**src/rtl/id_ex_stage_pkg.sv**
```systemverilog
// Shared definitions for the ID/EX stage: ALU function groups, register-zero
// index and the downstream control bundle.
package id_ex_stage_pkg;

  localparam int unsigned SHAMT_W  = 5;
  localparam int unsigned REG_ZERO = 0;

  // ALUfun[5:4] selects the ALU unit group
  localparam logic [1:0] ALU_GRP_ADD   = 2'b00;
  localparam logic [1:0] ALU_GRP_LOGIC = 2'b01;
  localparam logic [1:0] ALU_GRP_SHIFT = 2'b10;
  localparam logic [1:0] ALU_GRP_CMP   = 2'b11;

  typedef struct packed {
    logic regwrite;
    logic memread;
    logic memwrite;
    logic memtoreg;
  } ctrl_t;

  localparam ctrl_t CTRL_NONE = '0;

  function automatic logic [5:0] alu_fun_code(input logic [1:0] grp, input logic [3:0] op);
    return {grp, op};
  endfunction

endpackage

```
**src/rtl/id_ex_stage_fwd_select.sv**
```systemverilog
// Forwarding mux for one EX source operand; EX/MEM beats MEM/WB, $0 never forwarded.
module id_ex_stage_fwd_select
  import id_ex_stage_pkg::*;
#(
  parameter int unsigned DATA_W = 32,
  parameter int unsigned REG_W  = 5
) (
  input  logic [REG_W-1:0]  src_idx_i,
  input  logic [DATA_W-1:0] reg_data_i,
  input  logic              mem_regwrite_i,
  input  logic [REG_W-1:0]  mem_rd_i,
  input  logic [DATA_W-1:0] mem_result_i,
  input  logic              wb_regwrite_i,
  input  logic [REG_W-1:0]  wb_rd_i,
  input  logic [DATA_W-1:0] wb_result_i,
  output logic [DATA_W-1:0] fwd_c_o
);

  logic mem_hit_c;
  logic wb_hit_c;

  assign mem_hit_c = mem_regwrite_i && (mem_rd_i != REG_W'(REG_ZERO)) && (mem_rd_i == src_idx_i);
  assign wb_hit_c  = wb_regwrite_i  && (wb_rd_i  != REG_W'(REG_ZERO)) && (wb_rd_i  == src_idx_i);

  always_comb begin
    fwd_c_o = reg_data_i;
    if (mem_hit_c) begin
      fwd_c_o = mem_result_i;
    end else if (wb_hit_c) begin
      fwd_c_o = wb_result_i;
    end
  end

endmodule

```
**src/rtl/id_ex_stage.sv**
```systemverilog
// ID/EX pipeline register with operand forwarding, load-use bubble insertion,
// stall hold and flush.
module id_ex_stage
  import id_ex_stage_pkg::*;
#(
  parameter int unsigned DATA_W = 32,
  parameter int unsigned REG_W  = 5,
  parameter int unsigned FUN_W  = 6
) (
  input  logic               clk,
  input  logic               reset,
  input  logic               stall,
  input  logic               flush,
  input  logic               id_valid,
  input  logic [DATA_W-1:0]  id_rs_data,
  input  logic [DATA_W-1:0]  id_rt_data,
  input  logic [DATA_W-1:0]  id_imm,
  input  logic [SHAMT_W-1:0] id_shamt,
  input  logic [REG_W-1:0]   id_rs,
  input  logic [REG_W-1:0]   id_rt,
  input  logic [REG_W-1:0]   id_rd,
  input  logic [FUN_W-1:0]   id_alufun,
  input  logic               id_sign,
  input  logic               id_srca_shamt,
  input  logic               id_srcb_imm,
  input  logic               id_regwrite,
  input  logic               id_memread,
  input  logic               id_memwrite,
  input  logic               id_memtoreg,
  input  logic               mem_regwrite,
  input  logic [REG_W-1:0]   mem_rd,
  input  logic [DATA_W-1:0]  mem_result,
  input  logic               wb_regwrite,
  input  logic [REG_W-1:0]   wb_rd,
  input  logic [DATA_W-1:0]  wb_result,
  output logic               hazard,
  output logic [DATA_W-1:0]  alu_a,
  output logic [DATA_W-1:0]  alu_b,
  output logic [FUN_W-1:0]   alu_fun,
  output logic               alu_sign,
  output logic               ex_valid,
  output logic [REG_W-1:0]   ex_rd,
  output logic [DATA_W-1:0]  ex_store_data,
  output logic               ex_regwrite,
  output logic               ex_memread,
  output logic               ex_memwrite,
  output logic               ex_memtoreg
);

  logic               valid_q, valid_d;
  ctrl_t              ctrl_q, ctrl_d;
  ctrl_t              id_ctrl_c;
  logic [REG_W-1:0]   rs_q, rs_d, rt_q, rt_d, rd_q, rd_d;
  logic [DATA_W-1:0]  rs_data_q, rs_data_d, rt_data_q, rt_data_d;
  logic [DATA_W-1:0]  imm_q, imm_d;
  logic [SHAMT_W-1:0] shamt_q, shamt_d;
  logic [FUN_W-1:0]   fun_q, fun_d;
  logic               sign_q, sign_d;
  logic               srca_shamt_q, srca_shamt_d;
  logic               srcb_imm_q, srcb_imm_d;
  logic [DATA_W-1:0]  fwd_rs_c, fwd_rt_c;
  logic               hazard_c;

  id_ex_stage_fwd_select #(.DATA_W(DATA_W), .REG_W(REG_W)) u_fwd_rs (
    .src_idx_i      (rs_q),
    .reg_data_i     (rs_data_q),
    .mem_regwrite_i (mem_regwrite),
    .mem_rd_i       (mem_rd),
    .mem_result_i   (mem_result),
    .wb_regwrite_i  (wb_regwrite),
    .wb_rd_i        (wb_rd),
    .wb_result_i    (wb_result),
    .fwd_c_o        (fwd_rs_c)
  );

  id_ex_stage_fwd_select #(.DATA_W(DATA_W), .REG_W(REG_W)) u_fwd_rt (
    .src_idx_i      (rt_q),
    .reg_data_i     (rt_data_q),
    .mem_regwrite_i (mem_regwrite),
    .mem_rd_i       (mem_rd),
    .mem_result_i   (mem_result),
    .wb_regwrite_i  (wb_regwrite),
    .wb_rd_i        (wb_rd),
    .wb_result_i    (wb_result),
    .fwd_c_o        (fwd_rt_c)
  );

  // Conservative load-use check: matches rt even for instructions that ignore it
  assign hazard_c = !stall && valid_q && ctrl_q.memread && (rd_q != REG_W'(REG_ZERO)) &&
                    id_valid && ((rd_q == id_rs) || (rd_q == id_rt));

  always_comb begin
    id_ctrl_c.regwrite = id_regwrite & id_valid;
    id_ctrl_c.memread  = id_memread  & id_valid;
    id_ctrl_c.memwrite = id_memwrite & id_valid;
    id_ctrl_c.memtoreg = id_memtoreg & id_valid;
  end

  always_comb begin
    valid_d      = valid_q;
    ctrl_d       = ctrl_q;
    rs_d         = rs_q;
    rt_d         = rt_q;
    rd_d         = rd_q;
    rs_data_d    = rs_data_q;
    rt_data_d    = rt_data_q;
    imm_d        = imm_q;
    shamt_d      = shamt_q;
    fun_d        = fun_q;
    sign_d       = sign_q;
    srca_shamt_d = srca_shamt_q;
    srcb_imm_d   = srcb_imm_q;
    if (flush || (!stall && hazard_c)) begin
      // bubble: clear the whole stage so nothing stale can forward or write
      valid_d      = 1'b0;
      ctrl_d       = CTRL_NONE;
      rs_d         = '0;
      rt_d         = '0;
      rd_d         = '0;
      rs_data_d    = '0;
      rt_data_d    = '0;
      imm_d        = '0;
      shamt_d      = '0;
      fun_d        = '0;
      sign_d       = 1'b0;
      srca_shamt_d = 1'b0;
      srcb_imm_d   = 1'b0;
    end else if (stall) begin
      // keep forwarded values so a producer retiring mid-stall is not lost
      rs_data_d = fwd_rs_c;
      rt_data_d = fwd_rt_c;
    end else begin
      valid_d      = id_valid;
      ctrl_d       = id_ctrl_c;
      rs_d         = id_rs;
      rt_d         = id_rt;
      rd_d         = id_rd;
      rs_data_d    = id_rs_data;
      rt_data_d    = id_rt_data;
      imm_d        = id_imm;
      shamt_d      = id_shamt;
      fun_d        = id_alufun;
      sign_d       = id_sign;
      srca_shamt_d = id_srca_shamt;
      srcb_imm_d   = id_srcb_imm;
    end
  end

  always_ff @(posedge clk or posedge reset) begin
    if (reset) begin
      valid_q      <= 1'b0;
      ctrl_q       <= CTRL_NONE;
      rs_q         <= '0;
      rt_q         <= '0;
      rd_q         <= '0;
      rs_data_q    <= '0;
      rt_data_q    <= '0;
      imm_q        <= '0;
      shamt_q      <= '0;
      fun_q        <= '0;
      sign_q       <= 1'b0;
      srca_shamt_q <= 1'b0;
      srcb_imm_q   <= 1'b0;
    end else begin
      valid_q      <= valid_d;
      ctrl_q       <= ctrl_d;
      rs_q         <= rs_d;
      rt_q         <= rt_d;
      rd_q         <= rd_d;
      rs_data_q    <= rs_data_d;
      rt_data_q    <= rt_data_d;
      imm_q        <= imm_d;
      shamt_q      <= shamt_d;
      fun_q        <= fun_d;
      sign_q       <= sign_d;
      srca_shamt_q <= srca_shamt_d;
      srcb_imm_q   <= srcb_imm_d;
    end
  end

  assign hazard        = hazard_c;
  assign alu_a         = srca_shamt_q ? DATA_W'(shamt_q) : fwd_rs_c;
  assign alu_b         = srcb_imm_q ? imm_q : fwd_rt_c;
  assign alu_fun       = fun_q;
  assign alu_sign      = sign_q;
  assign ex_valid      = valid_q;
  assign ex_rd         = rd_q;
  assign ex_store_data = fwd_rt_c;
  assign ex_regwrite   = ctrl_q.regwrite;
  assign ex_memread    = ctrl_q.memread;
  assign ex_memwrite   = ctrl_q.memwrite;
  assign ex_memtoreg   = ctrl_q.memtoreg;

endmodule

```
**config.mk**
```make
export PLATFORM = sky130hd
export DESIGN_NAME = id_ex_stage
export DESIGN_NICKNAME = d
export VERILOG_FILES = /design/src/rtl/id_ex_stage_pkg.sv /design/src/rtl/id_ex_stage_fwd_select.sv /design/src/rtl/id_ex_stage.sv
export SDC_FILE = /design/constraint.sdc
export NUM_CORES = 1
export LEC_CHECK = 0
export BUFFER_PORTS_ARGS = -buffer_cell sky130_fd_sc_hd__buf_2
export CAP_MARGIN = 20
export CORE_MARGIN = 1
export CORE_UTILIZATION = 50
export DETAILED_ROUTE_END_ITERATION = 10
export PLACE_DENSITY = 0.92
export SETUP_SLACK_MARGIN = 0.1
export SLEW_MARGIN = 10
export SYNTH_ARGS = -nofsm -noshare
export SYNTH_HDL_FRONTEND = slang
export SYNTH_SLANG_ARGS = --single-unit
```
**constraint.sdc**
```tcl
create_clock -name clk -period 4.75 [get_ports clk]
set_clock_uncertainty 0.15 [all_clocks]
set_input_delay 0.475 -clock clk [delete_from_list [all_inputs] [get_ports clk]]
set_output_delay 0.475 -clock clk [all_outputs]
set_load 0.02 [all_outputs]
```
==> results of run 1 <==
-- metrics by stage --
stage / util, % / setup WS [ps]
floorplan: - / 655.7
global placement: 61.82 / 1272
detailed placement: 61.91 / 1199
CTS: 65.99 / 1034
global route: 65.99 / 899.5
finish: 66.06 / 987.4
-- synth_stat cells, types with 2 or more instances --
| cell type | count | area [sq um] |
|---|---|---|
| and3_1 | 2 | 12.51 |
| and4_1 | 9 | 78.83 |
| buf_12 | 2 | 40.04 |
| o311ai_1 | 2 | 17.52 |
| a211oi_1 | 56 | 420.4 |
| o21ai_1 | 2 | 10.01 |
| buf_2 | 15 | 75.07 |
| a31oi_4 | 20 | 425.4 |
| a22o_1 | 34 | 297.8 |
| and2_1 | 3 | 18.77 |
| a31oi_2 | 5 | 62.56 |
| mux2_2 | 27 | 304.0 |
| a2111oi_0 | 4 | 35.03 |
| o221a_1 | 27 | 304.0 |
| nand3_1 | 4 | 20.02 |
| nor3_1 | 38 | 190.2 |
| mux2i_1 | 26 | 260.3 |
| nand3b_1 | 2 | 15.01 |
| buf_1 | 5 | 18.77 |
| a21oi_1 | 39 | 195.2 |
| o211ai_1 | 3 | 22.52 |
| buf_4 | 4 | 30.03 |
| nand4_1 | 29 | 181.4 |
| nand2_1 | 81 | 304.0 |
| nor2_1 | 48 | 180.2 |
| xnor2_1 | 30 | 262.8 |
| dfrtp_1 | 130 | 3253 |
| a31oi_1 | 2 | 12.51 |
| clkbuf_1 | 62 | 232.7 |
| o31a_1 | 16 | 140.1 |
| o31ai_1 | 42 | 315.3 |
| nor4_1 | 4 | 25.02 |
| o22ai_1 | 27 | 168.9 |
-- cells in the final DEF, fill, tap and decap left out, types with 29 or more instances in the layout --
cell type / netlist / routed
buf_2: 15 / 323
dfrtp_1: 130 / 129
nand2_1: 81 / 79
a211oi_1: 56 / 56
nor2_1: 48 / 47
o31ai_1: 42 / 42
nor3_1: 38 / 38
a21oi_1: 39 / 38
a22o_1: 34 / 34
xnor2_1: 30 / 30
nand4_1: 29 / 29
-- kinds of logic (layout without fill, tap and decap cells) --
group	count (synthesis)	in the layout	synth area share (%)
buf+inv	91	372	5.130
other cells	0	4	0
simple gates	229	229	13.55
mux	53	53	6.968
xor+xnor	30	30	3.245
compound gates	287	287	30.93
flops	130	130	40.17
-- where the power goes --
group          total (W)  internal, W  switching (W)
Sequential       0.00122      0.00117      0.0000475
Clock            0.00145     0.000923       0.000523
Combinational   0.000785     0.000292       0.000493
-- worst max path at each step --
stage,start,to,slack [ps],depth (start not counted)
final,rt_q[4]$_DFFE_PP0P_,alu_b[31],990,7
after floorplan,reset,alu_fun[0]$_DFFE_PP0P_,660,1
after global placement,wb_rd[0],alu_b[31],1270,8
after CTS,rt_q[4]$_DFFE_PP0P_,alu_b[31],1030,7
after detailed placement,wb_rd[0],alu_b[31],1200,8
after global routing,rt_q[4]$_DFFE_PP0P_,alu_b[31],900,7
-- layout make-up --
cell class / count / area [sq um] / share of cell area, %
Timing Repair Buffer: 338 / 1762 / 16.85
Multi-Input combinational cell: 599 / 4501 / 43.05
Inverter: 2 / 12.51 / 0.1197
Tap cell: 216 / 270.3 / 2.585
Sequential cell: 130 / 3254 / 31.13
Clock buffer: 20 / 466.7 / 4.464
Antenna cell: 4 / 10.01 / 0.09574
Clock inverter: 12 / 178.9 / 1.711
-- state kept, by name, indices dropped and copies added, names as in the netlist --
signal	count
shamt_q	5
ex_regwrite	1
srcb_imm_q	1
ex_memread	1
ex_rd	5
srca_shamt_q	1
alu_fun	6
rs_data_q	32
rt_q	5
rt_data_q	32
ex_memwrite	1
imm_q	32
ex_memtoreg	1
rs_q	5
ex_valid	1
alu_sign	1
-- metal layers --
metal / share of wire [%] / GRT usage, %
met1: 36 / 40.74
met2: 48 / 59.39
met3: 11 / 10.73
met4: 4.7 / 21.73
met5: 0.079 / 0
==> results.py, run 1 <==
metrics = {
    "sta": {
        "fin_tns_setup_ps": 0,
        "finalSetupViolations": 0,
        "whs_ps": 87.53,
        "fin_crit_sh_pct": 79.21,
        "fmax_ghz": 0.2658,
        "grt_setup_unrepaired": "no",
        "worstMarginPinSlew_ps": 1042,
        "fin_crit_ps": 3763,
        "slew_violations": 0,
        "max_slew_margin_pct": 30.56,
        "hold_viol_final": 0,
    },
    "place": {
        "place_congestion": 0.8862,
        "io_buffers": 323,
        "post_dp_cell_area_sq_mm": 0.009799,
        "dpl.hpwl_um": 19750,
        "placed_cells": 1285,
    },
    "layout": {
        "drive_gt1_share_pct": 40.24,
        "syn_to_final_growth_pct": 29.11,
        "final_cells": 1321,
        "fill_cells": 1243,
        "fin_area_sq_mm": 0.01046,
        "nNetsFinal": 1298,
    },
    "critical_path": {
        "cp_slowest_stage_delay_ps": 780,
        "arrival_ps": 3140,
        "r2r_cells": 6,
        "reg2reg_to": "rs_data_q[19]$_DFF_PP0_",
        "cp_max_fo": 34,
        "critPathCaptureType": "output port",
        "worstPathCellList": "xnor2_1 -> nand4_1 -> buf_4 -> or2_4 -> a31oi_1 -> mux2_2 -> buf_2",
        "cp_slowest_cell": "or2_4",
        "critical_path.top_delay_family": "simple AND/OR/NAND/NOR gates",
        "criticalPathCategory": "reg2out",
        "critPathLaunchType": "register",
        "path_buf_inv": 2,
        "rrSetupSlack_ps": 1770,
        "required_ps": 4120,
        "rr_startpoint": "ex_rd[0]$_DFFE_PP0P_",
    },
    "global_route": {
        "grt_max_degree": 97,
        "overflow": 0,
        "grt_pass1_vias": 8421,
        "grt_first_pass_wirelength_um": 44730,
        "track_usage_pct": 35.80,
        "antenna_found_initial": 5,
    },
    "synth": {
        "synth.avg_cell_area_sq_um": 9.875,
        "async_reset_ff_share_pct": 100.0,
        "syn-cell-area_sq_mm": 0.008098,
        "synthFlopType": "dfrtp_1",
        "yosysSeqAreaShare_pct": 40.17,
        "synth_edf_count": 0,
        "synth_cells": 820,
        "syn_nets": 1030,
        "synth.distinct_cells": 53,
        "yosys_warnings": 0,
        "ys_seq_elements": 130,
    },
    "detailed_routing": {
        "avgViaCountPerCell": 6.562,
        "firstDrtPassIters": 8,
        "drc": 0,
        "drt_wl_total_um": 30330,
        "wl_per_cell_um": 22.96,
        "ant_nets": 0,
        "drt_iter0_drc": 993,
        "vias": 8669,
    },
    "floorplan": {
        "num_io_pins": 324,
        "core_sq_mm": 0.01583,
        "die_area_sq_mm": 0.01671,
        "rows": 46,
        "initial_utilization_pct": 51.16,
        "die_height_um": 129.3,
        "fp.dieW_um": 129.3,
    },
    "clock_tree": {
        "postCtsSetupRepairBufs": 0,
        "tritoncts": "done",
        "clock_sinks": 130,
        "max-clock-path-buffers": 2,
        "clk_latency_ps": 410,
        "cts_buffers": 17,
        "cts_hold_buf": 0,
        "htreeDepth": 4,
        "clk_pin_slew_worst_paths_ps": 60,
        "root_buffer": "clkbuf_16",
        "cts_resized": 0,
    },
    "pwr": {
        "peakVddDrop_uv": 229.5,
        "p_leak_nw": 4.672,
        "power_density_mw_per_mm2": 330.2,
        "finalPower_w": 0.003452,
    },
    "status": {
        "status": "complete, no violations",
    },
    "run": {
        "drv_cap": 0,
    },
    "worst_hold_path": {
        "hp-class": "in2async",
    },
}
No activity file was read; power rests on OpenSTA's default activity.
==> run 2, diff against run 1 <==
Settings changed: CORE_UTILIZATION 50 to 45, PLACE_DENSITY 0.92 to 0.88.
Clock period 4.75 ns to 3.1 ns, I/O delays scaled along.
==> results.py, run 2 (synthesis gave the netlist of run 1 again) <==
metrics = {
    "sta": {
        "fin_tns_setup_ps": 0,
        "hold_viol_final": 0,
        "fin_crit_sh_pct": 98.43,
        "fin_crit_ps": 3051,
        "grt_setup_unrepaired": "yes",
        "worstMarginPinSlew_ps": 1047,
        "finalSetupViolations": 0,
        "slew_violations": 0,
        "fmax_ghz": 0.3277,
        "max_slew_margin_pct": 30.18,
    },
    "pwr": {
        "finalPower_w": 0.005456,
        "peakVddDrop_uv": 352.2,
        "power_density_mw_per_mm2": 457.4,
        "p_leak_nw": 5.286,
    },
    "detailed_routing": {
        "drc": 0,
        "wl_per_cell_um": 23.63,
        "avgViaCountPerCell": 6.472,
        "ant_nets": 0,
        "drt_wl_total_um": 33890,
        "drt_iter0_drc": 841,
        "firstDrtPassIters": 5,
        "vias": 9281,
    },
    "floorplan": {
        "rows": 48,
        "core_sq_mm": 0.01742,
        "fp.dieW_um": 136.1,
        "die_area_sq_mm": 0.01854,
        "initial_utilization_pct": 46.49,
        "die_height_um": 136.1,
        "num_io_pins": 324,
    },
    "global_route": {
        "grt_max_degree": 131,
        "antenna_found_initial": 1,
        "grt_pass1_vias": 9224,
        "track_usage_pct": 35.11,
        "grt_first_pass_wirelength_um": 49440,
        "overflow": 0,
    },
    "status": {
        "status": "complete, no violations",
    },
    "layout": {
        "final_cells": 1434,
        "final_common_cell": "buf_2",
        "fin_area_sq_mm": 0.01193,
        "reg_top3": "imm_q (32), rs_data_q (32), rt_data_q (32)",
        "drive_gt1_share_pct": 43.79,
        "syn_to_final_growth_pct": 47.30,
        "final_util_pct": 68.48,
        "nNetsFinal": 1405,
        "final_cell_mix": "322 x buf_2, 128 x dfrtp_1, 79 x nand2_1",
    },
    "clock_tree": {
        "htreeDepth": 4,
        "max-clock-path-buffers": 2,
        "tritoncts": "done",
        "cts_buffers": 17,
        "clk_latency_ps": 420,
        "root_buffer": "clkbuf_16",
        "clock_sinks": 130,
        "clk_pin_slew_worst_paths_ps": 70,
    },
    "worst_hold_path": {
        "hp-class": "in2reg",
        "whs_endpoint": "rt_q[3]$_DFFE_PP0P_",
        "hp-start": "id_rt[3]",
        "min_delay_path_depth": 3,
    },
    "critical_path": {
        "cp_max_fo": 19,
        "critPathCaptureType": "output port",
        "arrival_ps": 2590,
        "critPathLaunchType": "register",
        "r2r_cells": 6,
        "cp_slowest_cell": "dfrtp_1",
        "cp_slowest_stage_delay_ps": 440,
        "path_buf_inv": 3,
        "rr_startpoint": "ex_rd[0]$_DFFE_PP0P_",
        "criticalPathCategory": "reg2out",
        "worstPathCellList": "xnor2_1 -> nand4_1 -> buf_12 -> or2_4 -> buf_12 -> a31oi_2 -> mux2_2 -> buf_2",
        "critical_path.top_delay_family": "buffers and inverters",
        "crit_path_frequent_cell": "buf_12",
        "reg2reg_to": "ex_memread$_DFFE_PP0P_",
        "required_ps": 2640,
        "rrSetupSlack_ps": 570,
    },
    "place": {
        "place_congestion": 0.8676,
        "post_dp_cell_area_sq_mm": 0.01008,
        "io_buffers": 323,
        "dpl.hpwl_um": 20600,
        "placed_cells": 1314,
    },
    "run": {
        "drv_cap": 0,
    },
}
run 2: worst max-delay path by stage:
stage,cells past startpoint,slack (ps),start,endpoint
after floorplan,6,490,mem_rd[0],alu_a[27]
after global placement,8,110,wb_rd[4],alu_a[28]
after detailed placement,8,70,wb_rd[4],alu_a[28]
after CTS,7,90,rt_q[2]$_DFFE_PP0P_,alu_b[12]
after global routing,7,-40,rt_q[1]$_DFFE_PP0P_,alu_b[21]
final,8,50,rt_q[0]$_DFFE_PP0P_,alu_b[31]
run 2: per-layer routing:
layer	GRT usage, %	up-vias	part of all wire, %
li1	-	3927	-
met1	40.97	4471	37
met2	57.90	720	48
met3	9.396	163	10
met4	20.37	0	4.7
met5	0	-	0
run 2: through the flow:
stage          hold slack, ps  worst slack (ps)
6_report                19.50             48.65
5_1_grt                 2.638            -37.28
4_1_cts               0.09848             93.07
3_5_place_dp            331.0             68.51
3_3_place_gp            327.1             109.5
2_1_floorplan           295.2             486.2
run 2: power breakdown:
part           leakage [nW]  total, W  internal (W)  switching [W]
Combinational          3.27   0.00143      0.000589       0.000837
Clock                 0.299   0.00216       0.00129       0.000866
Sequential             1.72   0.00187       0.00180      0.0000732
Total                  5.29   0.00546       0.00368        0.00178
run 2: cell type report:
class / instances / area, sq um
clock inverter: 15 / 197.7
inverter: 2 / 11.26
tap: 225 / 281.5
clock buffer: 17 / 425.4
fill: 1257 / 5489
timing repair buffer: 445 / 2957
antenna: 1 / 2.502
multi-input combinational: 599 / 4797
sequential: 130 / 3256
run 2: worst reg2reg max path, stage by stage, from the launching register on:
cell           delay (ps)
dfrtp_1               440
nor3_1                200
nand2_1               140
and4_1                300
a211oi_4              480
a32o_1                230
dlygate4sd3_1         540
run 2: repair_timing:
action,in CTS,in global routing
endpoints found under the setup margin,67,49
hold buffers,68,0
setup buffers,5,12
gates cloned,0,2
pin swaps,3,6
gates resized for setup,11,50
endpoints found under the hold margin,92,0
